## config.mk

```make
export PLATFORM = sky130hd
export DESIGN_NAME = pll_freq_synth
export DESIGN_NICKNAME = d
export VERILOG_FILES = /design/src/rtl/pll_freq_synth.sv
export SDC_FILE = /design/constraint.sdc
export NUM_CORES = 1
export LEC_CHECK = 0
export ABC_AREA = 1
export CORE_MARGIN = 3
export CORE_UTILIZATION = 45
export CTS_BUF_LIST = sky130_fd_sc_hd__clkbuf_8 sky130_fd_sc_hd__clkbuf_16
export DETAILED_ROUTE_END_ITERATION = 16
export PLACE_DENSITY_LB_ADDON = 0.08
export SLEW_MARGIN = 20
export SYNTH_ARGS = -nofsm -noshare
export SYNTH_HDL_FRONTEND = slang
export SYNTH_SLANG_ARGS = --single-unit
```

## constraint.sdc

```tcl
create_clock -name clk -period 18.8 [get_ports clk]
set_clock_uncertainty 0.05 [all_clocks]
set_input_delay 2.82 -clock clk [delete_from_list [all_inputs] [get_ports clk]]
set_output_delay 2.82 -clock clk [all_outputs]
set_load 0.05 [all_outputs]
```

## src/rtl/pll_freq_synth.sv

```systemverilog
// One PLL output path: measures the ref_in period in clk cycles, qualifies it as stable,
// then synthesizes out at f_ref*M/(D*O) with a phase accumulator running on clk.
module pll_freq_synth #(
    parameter int M            = 5,
    parameter int D            = 1,
    parameter int O            = 1,
    parameter int STABLE_COUNT = 4,
    parameter int TOL          = 1
) (
    input  logic        clk,
    input  logic        RST,
    input  logic        PWRDWN,
    input  logic        ref_in,
    output logic [31:0] period_length,
    output logic        period_stable,
    output logic [31:0] out_period_length_1000,
    output logic        out,
    output logic        locked
);

    localparam logic [63:0] SCALE    = 64'(D * O * 1000);
    localparam logic [7:0]  DIVISOR  = 8'(M);
    localparam logic [31:0] TOL_C    = 32'(TOL);
    localparam logic [7:0]  STABLE_C = 8'(STABLE_COUNT);
    localparam logic [32:0] STEP     = 33'd1000;

    typedef enum logic [2:0] {S_IDLE, S_DIV, S_LOAD, S_ARM, S_RUN} state_t;

    logic clr;
    assign clr = RST | PWRDWN;

    // ---------------- period count and check ----------------
    logic        ref_s1_q, ref_s2_q, ref_prev_q, seen_edge_q;
    logic [31:0] counter_q, counter_d;
    logic [31:0] period_q, period_d;
    logic [7:0]  match_q, match_d;
    logic        stable_q, stable_d;
    logic        ref_rise, in_tol, timeout;
    logic [31:0] delta;

    always_comb begin
        ref_rise  = ref_s2_q & ~ref_prev_q;
        delta     = (counter_q >= period_q) ? (counter_q - period_q) : (period_q - counter_q);
        in_tol    = (delta <= TOL_C);
        timeout   = stable_q && ({1'b0, counter_q} > {period_q, 1'b0});
        counter_d = (counter_q == 32'hFFFF_FFFF) ? counter_q : counter_q + 32'd1;
        period_d  = period_q;
        match_d   = match_q;
        stable_d  = stable_q;
        if (ref_rise) begin
            counter_d = 32'd1;
            // The very first edge only opens the measurement window.
            if (seen_edge_q) begin
                period_d = counter_q;
                if (!in_tol) begin
                    match_d = '0;
                end else if (match_q < STABLE_C) begin
                    match_d = match_q + 8'd1;
                end
                stable_d = (match_d >= STABLE_C);
            end
        end else if (timeout) begin
            stable_d = 1'b0;
            match_d  = '0;
        end
    end

    always_ff @(posedge clk) begin
        if (clr) begin
            ref_s1_q    <= 1'b0;
            ref_s2_q    <= 1'b0;
            ref_prev_q  <= 1'b0;
            seen_edge_q <= 1'b0;
            counter_q   <= '0;
            period_q    <= '0;
            match_q     <= '0;
            stable_q    <= 1'b0;
        end else begin
            ref_s1_q    <= ref_in;
            ref_s2_q    <= ref_s1_q;
            ref_prev_q  <= ref_s2_q;
            seen_edge_q <= seen_edge_q | ref_rise;
            counter_q   <= counter_d;
            period_q    <= period_d;
            match_q     <= match_d;
            stable_q    <= stable_d;
        end
    end

    // ---------------- divider and phase accumulator ----------------
    state_t      state_q, state_d;
    logic [63:0] dividend_q, dividend_d;
    logic [63:0] quo_q, quo_d;
    logic [6:0]  rem_q, rem_d;
    logic [5:0]  bit_cnt_q, bit_cnt_d;
    logic [31:0] olp_q, olp_d;
    logic [31:0] half_q, half_d;
    logic [31:0] acc_q, acc_d;
    logic        out_q, out_d;
    logic        locked_q, locked_d;
    logic [7:0]  rem_shift;
    logic        rem_ge;
    logic [32:0] sum;

    always_comb begin
        state_d    = state_q;
        dividend_d = dividend_q;
        quo_d      = quo_q;
        rem_d      = rem_q;
        bit_cnt_d  = bit_cnt_q;
        olp_d      = olp_q;
        half_d     = half_q;
        acc_d      = acc_q;
        out_d      = out_q;
        locked_d   = locked_q;
        rem_shift  = {rem_q, dividend_q[63]};
        rem_ge     = (rem_shift >= DIVISOR);
        sum        = {1'b0, acc_q} + STEP;

        case (state_q)
            S_IDLE: begin
                if (stable_d && !stable_q) begin
                    dividend_d = 64'(period_d) * SCALE;
                    quo_d      = '0;
                    rem_d      = '0;
                    bit_cnt_d  = 6'd63;
                    state_d    = S_DIV;
                end
            end
            S_DIV: begin
                // Restoring division, one quotient bit per clk, MSB first.
                rem_d      = rem_ge ? 7'(rem_shift - DIVISOR) : rem_shift[6:0];
                quo_d      = {quo_q[62:0], rem_ge};
                dividend_d = {dividend_q[62:0], 1'b0};
                bit_cnt_d  = bit_cnt_q - 6'd1;
                if (bit_cnt_q == 6'd0) begin
                    state_d = S_LOAD;
                end
            end
            S_LOAD: begin
                olp_d   = (quo_q[63:32] != 32'd0) ? 32'hFFFF_FFFF : quo_q[31:0];
                half_d  = {1'b0, olp_d[31:1]};
                acc_d   = '0;
                out_d   = 1'b0;
                state_d = S_ARM;
            end
            S_ARM: begin
                // A zero half period means ref is too fast to synthesize; stay unlocked.
                locked_d = (half_q != 32'd0);
                state_d  = S_RUN;
            end
            S_RUN: begin
                if (locked_q) begin
                    if (half_q < 32'd1000) begin
                        acc_d = '0;
                        out_d = ~out_q;
                    end else if (sum >= {1'b0, half_q}) begin
                        acc_d = 32'(sum - {1'b0, half_q});
                        out_d = ~out_q;
                    end else begin
                        acc_d = sum[31:0];
                    end
                end
            end
            default: state_d = S_IDLE;
        endcase

        // Losing stability aborts any computation and silences the output; P holds.
        if (!stable_d) begin
            state_d  = S_IDLE;
            locked_d = 1'b0;
            out_d    = 1'b0;
            acc_d    = '0;
        end
    end

    always_ff @(posedge clk) begin
        if (clr) begin
            state_q    <= S_IDLE;
            dividend_q <= '0;
            quo_q      <= '0;
            rem_q      <= '0;
            bit_cnt_q  <= '0;
            olp_q      <= '0;
            half_q     <= '0;
            acc_q      <= '0;
            out_q      <= 1'b0;
            locked_q   <= 1'b0;
        end else begin
            state_q    <= state_d;
            dividend_q <= dividend_d;
            quo_q      <= quo_d;
            rem_q      <= rem_d;
            bit_cnt_q  <= bit_cnt_d;
            olp_q      <= olp_d;
            half_q     <= half_d;
            acc_q      <= acc_d;
            out_q      <= out_d;
            locked_q   <= locked_d;
        end
    end

    assign period_length          = period_q;
    assign period_stable          = stable_q;
    assign out_period_length_1000 = olp_q;
    assign out                    = out_q;
    assign locked                 = locked_q;

endmodule

```

Word-level counts from Yosys, hierarchy flattened
Cells that the tools add are included.
{"block": "totals", "regBits": 318, "out_inout_bits": 67}
{"block": "op_classes", "addsub": 8, "multipliers": 1, "n_lt_le_gt_ge": 8, "n_eq_ne": 11, "mux": 36, "n_bitwise": 7, "n_reduce_logical": 17}
{"operator": "64-bit case mux with 2 select lines", "count": 2}
{"operator": "32-bit two-way mux", "count": 7}
{"operator": "64-bit two-way mux", "count": 2}
{"operator": "32-bit case mux with 2 select lines", "count": 1}
{"operator": "32-bit nonzero test", "count": 2}
{"operator": "32-bit subtractor", "count": 2}
{"operator": "8-bit two-way mux", "count": 7}
{"operator": "32-bit by 7-bit multiplier with 39-bit output, second input constant", "count": 1}
{"operator": "32-bit by 10-bit adder with 33-bit output, second input constant", "count": 1}
{"operator": "33-bit by 31-bit >= comparator with 1-bit output", "count": 1}
{"operator": "32-bit by 33-bit > comparator with 1-bit output", "count": 1}
{"operator": "32-bit by 1-bit adder with 32-bit output, second input constant", "count": 1}
{"operator": "32-bit == test, second input constant", "count": 1}
{"operator": "32-bit >= comparator", "count": 1}
{"operator": "32-bit by 1-bit less-or-equal comparator with 1-bit output, second input constant", "count": 1}
{"operator": "32-bit by 31-bit subtractor with 32-bit output", "count": 1}
{"operator": "31-bit by 10-bit < comparator with 1-bit output, second input constant", "count": 1}
{"operator": "8-bit by 3-bit >= comparator with 1-bit output, second input constant", "count": 2}
{"operator": "3-bit case mux with 5 select lines", "count": 1}
{"operator": "7-bit two-way mux", "count": 2}
{"operator": "7-bit case mux with 2 select lines", "count": 1}
{"operator": "6-bit case mux with 2 select lines", "count": 1}
{"operator": "2-bit != test, second input constant", "count": 5}
{"operator": "8-bit by 1-bit adder with 8-bit output, second input constant", "count": 1}
{"operator": "22 further kinds", "count": 42}

Depth between registers and ports, before layout
{"block": "depth", "depth_word": 12, "mapped_depth": 34, "mapped_depth_nobuf": 32}

Worst setup path before layout
No wires, ideal clock.
{"block": "synth_path", "kind": "register -> register", "start": "register ref_s2_q", "end": "register dividend_q[36]", "setup_ns": 0.132, "arrival_ns": 6.096, "required_time_ns": 18.618, "slack_ns": 12.522, "stages_incl_launch_ff": 31, "path_buffers": 2, "synth_period_minus_slack_ns": 6.278, "cell_sequence": "dfxtp_1 inv_1 nor2_1 inv_1 nor2_1 inv_1 clkbuf_1 clkbuf_1 nand2_1 inv_1 a21oi_1 fa_1 inv_1 fa_1 fa_1 inv_1 fa_1 ha_1 nand2_1 nand3_1 a21oi_1 o21ai_0 a21boi_0 o21ai_0 nand4_1 nand2_1 or2_2 nand3_1 nand2_1 nand2_1 a21oi_1"}
{"block": "synth_between", "elab_chain_len": 5, "elab_cells_between_ends": 9}
{"item": "start, declared", "line": "33", "rtl": "logic ref_s1_q, ref_s2_q, ref_prev_q, seen_edge_q;"}
{"item": "start signal, assigned", "line": "80", "rtl": "ref_s2_q <= ref_s1_q;"}
{"item": "1-bit AND", "line": "42", "rtl": "ref_rise = ref_s2_q & ~ref_prev_q;"}
{"item": "32-bit two-way mux", "line": "50", "rtl": "if (ref_rise) begin"}
{"item": "net period_d[2]", "line": "35", "rtl": "logic [31:0] period_q, period_d;"}
{"item": "32-bit by 7-bit multiplier with 39-bit output", "line": "123", "rtl": "dividend_d = 64'(period_d) * SCALE;"}
{"item": "64-bit two-way mux", "line": "122", "rtl": "if (stable_d && !stable_q) begin"}
{"item": "64-bit case mux with 2 select lines", "line": "120", "rtl": "case (state_q)"}
{"item": "end signal, assigned", "line": "191", "rtl": "dividend_q <= dividend_d;"}
{"item": "end, declared", "line": "92", "rtl": "logic [63:0] dividend_q, dividend_d;"}
The timed path passes the listed nets, and every way through them passes these cells. The select of a mux whose other input is x is not followed.
A chain may end at the register's enable or synchronous reset.

Worst setup path in the final report
{"block": "layout_path", "start": "register ref_s2_q", "end": "register dividend_q[38]"}
Same word-level chain as after synthesis.

==> metrics.txt <==
# TYPE chip_impl_metric gauge
chip_impl_metric{name="cts-hold-fix-buffers",unit=""} 0
chip_impl_metric{name="report.final.hold_viol_count",unit=""} 0
chip_impl_metric{name="wirelength",unit="um"} 77000
chip_impl_metric{name="pwr-share-clk",unit="%"} 52.3
chip_impl_metric{name="fin_nets",unit=""} 4011
chip_impl_info{name="most_common_library_cell_in_the_layout_ignoring_fill_and_taps",value="sky130_fd_sc_hd__nand2_1"} 1
chip_impl_metric{name="cts_buffer_depth",unit=""} 3
chip_impl_metric{name="setup_viol_count_final",unit=""} 0
chip_impl_metric{name="num-fill-cells",unit=""} 5541
chip_impl_metric{name="top_level_ports",unit=""} 71
chip_impl_metric{name="number_of_core_rows",unit=""} 85
chip_impl_metric{name="synthesis.area_per_instance",unit="um2"} 6.78
chip_impl_metric{name="setup_total_negative_slack",unit="ns"} 0
chip_impl_metric{name="fmax",unit="MHz"} 135
chip_impl_metric{name="synthesis.area",unit="um2"} 24800
chip_impl_metric{name="ys.warnings.count",unit=""} 0
chip_impl_metric{name="dr_total_vias",unit=""} 23800
chip_impl_metric{name="grt_start_max_net_pins",unit=""} 109
chip_impl_metric{name="die_h",unit="um"} 241
chip_impl_metric{name="first_global_vias",unit=""} 22800
chip_impl_metric{name="yosys.area.top_type_share",unit="%"} 22.9
chip_impl_metric{name="pwr-share-comb",unit="%"} 3.6
chip_impl_metric{name="critical_path_fanout_max",unit=""} 55
chip_impl_metric{name="post_cts_resized",unit=""} 0
chip_impl_info{name="critical_path_type",value="reg -> reg"} 1
chip_impl_metric{name="grt_first_pass_wirelength",unit="um"} 123000
chip_impl_metric{name="slew_viol_final",unit=""} 0
chip_impl_metric{name="critical_path.max_stage_delay",unit="ns"} 0.63
chip_impl_metric{name="actual_transition_at_the_worst_max_transition_pin",unit="ns"} 1.02
chip_impl_metric{name="max_cap_violations",unit=""} 0
chip_impl_metric{name="initial_utilization",unit="%"} 45.8
chip_impl_metric{name="arrival_time_of_data_at_the_critical_path_endpoint",unit="ns"} 7.82
chip_impl_metric{name="average_vias_per_placed_instance",unit=""} 5.43
chip_impl_info{name="synth_top_cells_by_area",value="sky130_fd_sc_hd__dfxtp_1, sky130_fd_sc_hd__nand2_1, sky130_fd_sc_hd__ha_1"} 1
chip_impl_info{name="startpoint_type",value="flop"} 1
chip_impl_metric{name="stdcell_area",unit="um2"} 27200
chip_impl_metric{name="drt-pass1-iter-count",unit=""} 7
chip_impl_metric{name="syn2layout_area_growth",unit="%"} 9.74
chip_impl_info{name="clock_tree_from_tritoncts",value="built"} 1
chip_impl_metric{name="drtIter0Drc",unit=""} 1888
chip_impl_metric{name="netSwitchingPower",unit="uW"} 312
chip_impl_info{name="type_of_element_capturing_the_critical_path",value="flop"} 1
chip_impl_metric{name="pwr_density_cell",unit="nW/um2"} 50.3
chip_impl_info{name="grt_setup_unrepaired",value="no"} 1
chip_impl_metric{name="crit_required",unit="ns"} 19.22
chip_impl_metric{name="wl_per_cell",unit="um"} 17.5
chip_impl_metric{name="globalplace.congestion",unit=""} 0.973
chip_impl_metric{name="global_route.usage.total",unit="%"} 26.5
chip_impl_metric{name="slew_headroom",unit="%"} 31.7
chip_impl_metric{name="power.static_leakage",unit="uW"} 0.0132
chip_impl_metric{name="floorplan.core_area",unit="um2"} 54200
chip_impl_info{name="highest_count_cells_in_the_layout_ignoring_fill_and_taps",value="sky130_fd_sc_hd__nand2_1, sky130_fd_sc_hd__inv_1, sky130_fd_sc_hd__a21oi_1, sky130_fd_sc_hd__dfxtp_1, sky130_fd_sc_hd__nand3_1"} 1
chip_impl_metric{name="vdd_ir_drop_max",unit="mV"} 0.0595
chip_impl_metric{name="power.switching_fraction",unit="%"} 22.8
chip_impl_info{name="cpMaxStageDelayCell",value="sky130_fd_sc_hd__a21oi_1"} 1
chip_impl_metric{name="postCtsSetupRepairBufs",unit=""} 0
chip_impl_info{name="cts_root_buffer",value="sky130_fd_sc_hd__clkbuf_16"} 1
chip_impl_metric{name="drive_gt1_share",unit="%"} 3.65
chip_impl_metric{name="cp.buffers_inverters",unit=""} 6
chip_impl_info{name="hold_path_class",value="reg -> reg"} 1
chip_impl_metric{name="synth-seq-area-share",unit="%"} 22.9
chip_impl_metric{name="die-width",unit="um"} 241
chip_impl_metric{name="ctsHtreeMaxLevel",unit=""} 2
chip_impl_info{name="result_of_the_run",value="finished, final reports clean"} 1
chip_impl_metric{name="netlist_instances",unit=""} 3660
chip_impl_metric{name="cell_internal_pwr",unit="uW"} 1060
chip_impl_metric{name="clk_latency",unit="ns"} 0.55
chip_impl_metric{name="antenna_found_initial",unit=""} 1
chip_impl_metric{name="final_period_minus_worst_setup_slack",unit="ns"} 7.40
chip_impl_metric{name="diodes",unit=""} 0
chip_impl_metric{name="sequentialPowerShare",unit="%"} 44.0
chip_impl_metric{name="syn_nets",unit=""} 4002
chip_impl_metric{name="postPlaceCellArea",unit="um2"} 26000
chip_impl_metric{name="cts.sinks",unit=""} 284
chip_impl_metric{name="final.period_utilization",unit="%"} 39.4
chip_impl_metric{name="yosysUniqueCellTypes",unit=""} 54
chip_impl_info{name="cell_type_with_the_largest_total_area_after_synthesis",value="sky130_fd_sc_hd__dfxtp_1"} 1
chip_impl_metric{name="clkSlewWorstSetupHoldPaths",unit="ns"} 0.06
chip_impl_metric{name="ys_seq_elements",unit=""} 284
chip_impl_metric{name="port_buffers",unit=""} 70
chip_impl_metric{name="drc",unit=""} 0
chip_impl_metric{name="drt.antenna.violating_nets",unit=""} 0
chip_impl_info{name="path_delay_family",value="adder cells"} 1
chip_impl_metric{name="cts_buffers",unit=""} 36
chip_impl_metric{name="dp_hpwl",unit="um"} 61900
chip_impl_metric{name="die-area",unit="um2"} 58000
chip_impl_metric{name="grt_total_ovfl",unit=""} 0
## worst register-to-register path, cell delays in order (launching register included)
cell                       delay (ns)
sky130_fd_sc_hd__dfxtp_1         0.31
sky130_fd_sc_hd__inv_1           0.05
sky130_fd_sc_hd__nor2_1          0.23
sky130_fd_sc_hd__inv_1           0.18
sky130_fd_sc_hd__nor2_4          0.10
sky130_fd_sc_hd__buf_4           0.43
sky130_fd_sc_hd__inv_2           0.42
sky130_fd_sc_hd__nand2_1         0.18
sky130_fd_sc_hd__inv_1           0.06
sky130_fd_sc_hd__a21oi_1         0.63
sky130_fd_sc_hd__fa_1            0.57
sky130_fd_sc_hd__fa_1            0.57
sky130_fd_sc_hd__fa_1            0.44
sky130_fd_sc_hd__fa_1            0.48
sky130_fd_sc_hd__ha_1            0.40
sky130_fd_sc_hd__nand2_1         0.10
sky130_fd_sc_hd__nor2_1          0.21
sky130_fd_sc_hd__inv_1           0.06
sky130_fd_sc_hd__o21ai_0         0.33
sky130_fd_sc_hd__a21boi_0        0.27
sky130_fd_sc_hd__o21ai_0         0.32
sky130_fd_sc_hd__nand4_1         0.24
sky130_fd_sc_hd__a21oi_1         0.22
sky130_fd_sc_hd__nor3_1          0.06
sky130_fd_sc_hd__nand3b_1        0.16
sky130_fd_sc_hd__nand2_1         0.09
sky130_fd_sc_hd__nand2_1         0.05
sky130_fd_sc_hd__a21oi_1         0.14
## through the flow
stage | power (uW) | hold WS [ns] | setup WS [ns] | instances | util (%)
global route | 1420 | 0.399 | 10.68 | 4390 | 50.2
finish | 1370 | 0.387 | 11.40 | 4390 | 50.2
floorplan | 650 | 0.344 | 12.52 | 3660 | -
detailed placement | 665 | 0.373 | 11.07 | 4327 | 47.9
CTS | 1390 | 0.383 | 11.07 | 4390 | 50.2
global placement | 665 | 0.373 | 11.31 | 4327 | 47.9
## layer usage
metal  GRT usage (%)  part of all wire (%)
met4            8.38                   3.2
met3            3.45                   5.3
met1            39.4                    49
met5               0                     0
met2            39.9                    42
## synthesized netlist by cell type, drive strengths merged
library cell and number:
xor2 73, o221ai 3, clkinv 7, and2 2, ha 217, xnor2 37, nor2 279, nor4 27
inv 515, a22oi 1, nor3b 3, and3 1, o21bai 4, a21boi 5, o22ai 1, o21ai 142
a32oi 1, o211ai 6, o21a 10, a31o 1, nand3 275, a21oi 372, dfxtp 284, nand2 951
a21o 10, nand4 52, nand3b 4, a31oi 12, a221oi 35, o31ai 3, nor3 45, or2 17
o2111ai 1, o221a 1, buf 35, a211oi 27, mux2 1, fa 121, clkbuf 79
## power by group through the flow
stage                     clock network [uW]  registers, uW  logic (uW)
after floorplan                            0            616        34.3
after global placement                     0            616        48.7
after detailed placement                   0            616        49.0
after CTS                                738            603        49.2
after global routing                     759            603        54.9
final                                    717            603        49.6
## cells by family after synthesis
group / share of synthesized area, %
muxes: 0.0454
buffers and inverters: 10.1
xor gates and xnor gates: 3.88
AOI/OAI and AO/OA: 14.3
DFF: 22.9
and+or+nand+nor: 28.1
adders and majority gates: 20.7
## registers in the layout, summed over array words and instances (netlist names)
register,flops
ref_s1_q,1
period_length,32
dividend_q,61
match_q,8
out_period_length_1000,32
ref_s2_q,1
out,1
seen_edge_q,1
rem_q,7
locked,1
counter_q,32
period_stable,1
ref_prev_q,1
state_q,3
bit_cnt_q,6
acc_q,32
quo_q,64
## worst paths after layout
check	cells past startpoint	startpoint	to	slack, ns
worst max register to register	27	ref_s2_q	dividend_q[38]	11.40
worst min-delay path	2	match_q[3]	match_q[3]	0.39
worst max-delay path	27	ref_s2_q	dividend_q[38]	11.40
worst min register to register	2	match_q[3]	match_q[3]	0.39
## final cells by class
cell class              instances  area [um2]  share of cell area (%)
inverters                     522        1970                    7.23
clock inverters                21         255                   0.937
multi-input cells            2740       16700                    61.2
well taps                     696         871                    3.20
repair buffers                 85         813                    2.99
clock buffers                  42         983                    3.61
flip-flops and latches        284        5690                    20.9
Note: power is estimated with default switching activity, not from simulation.
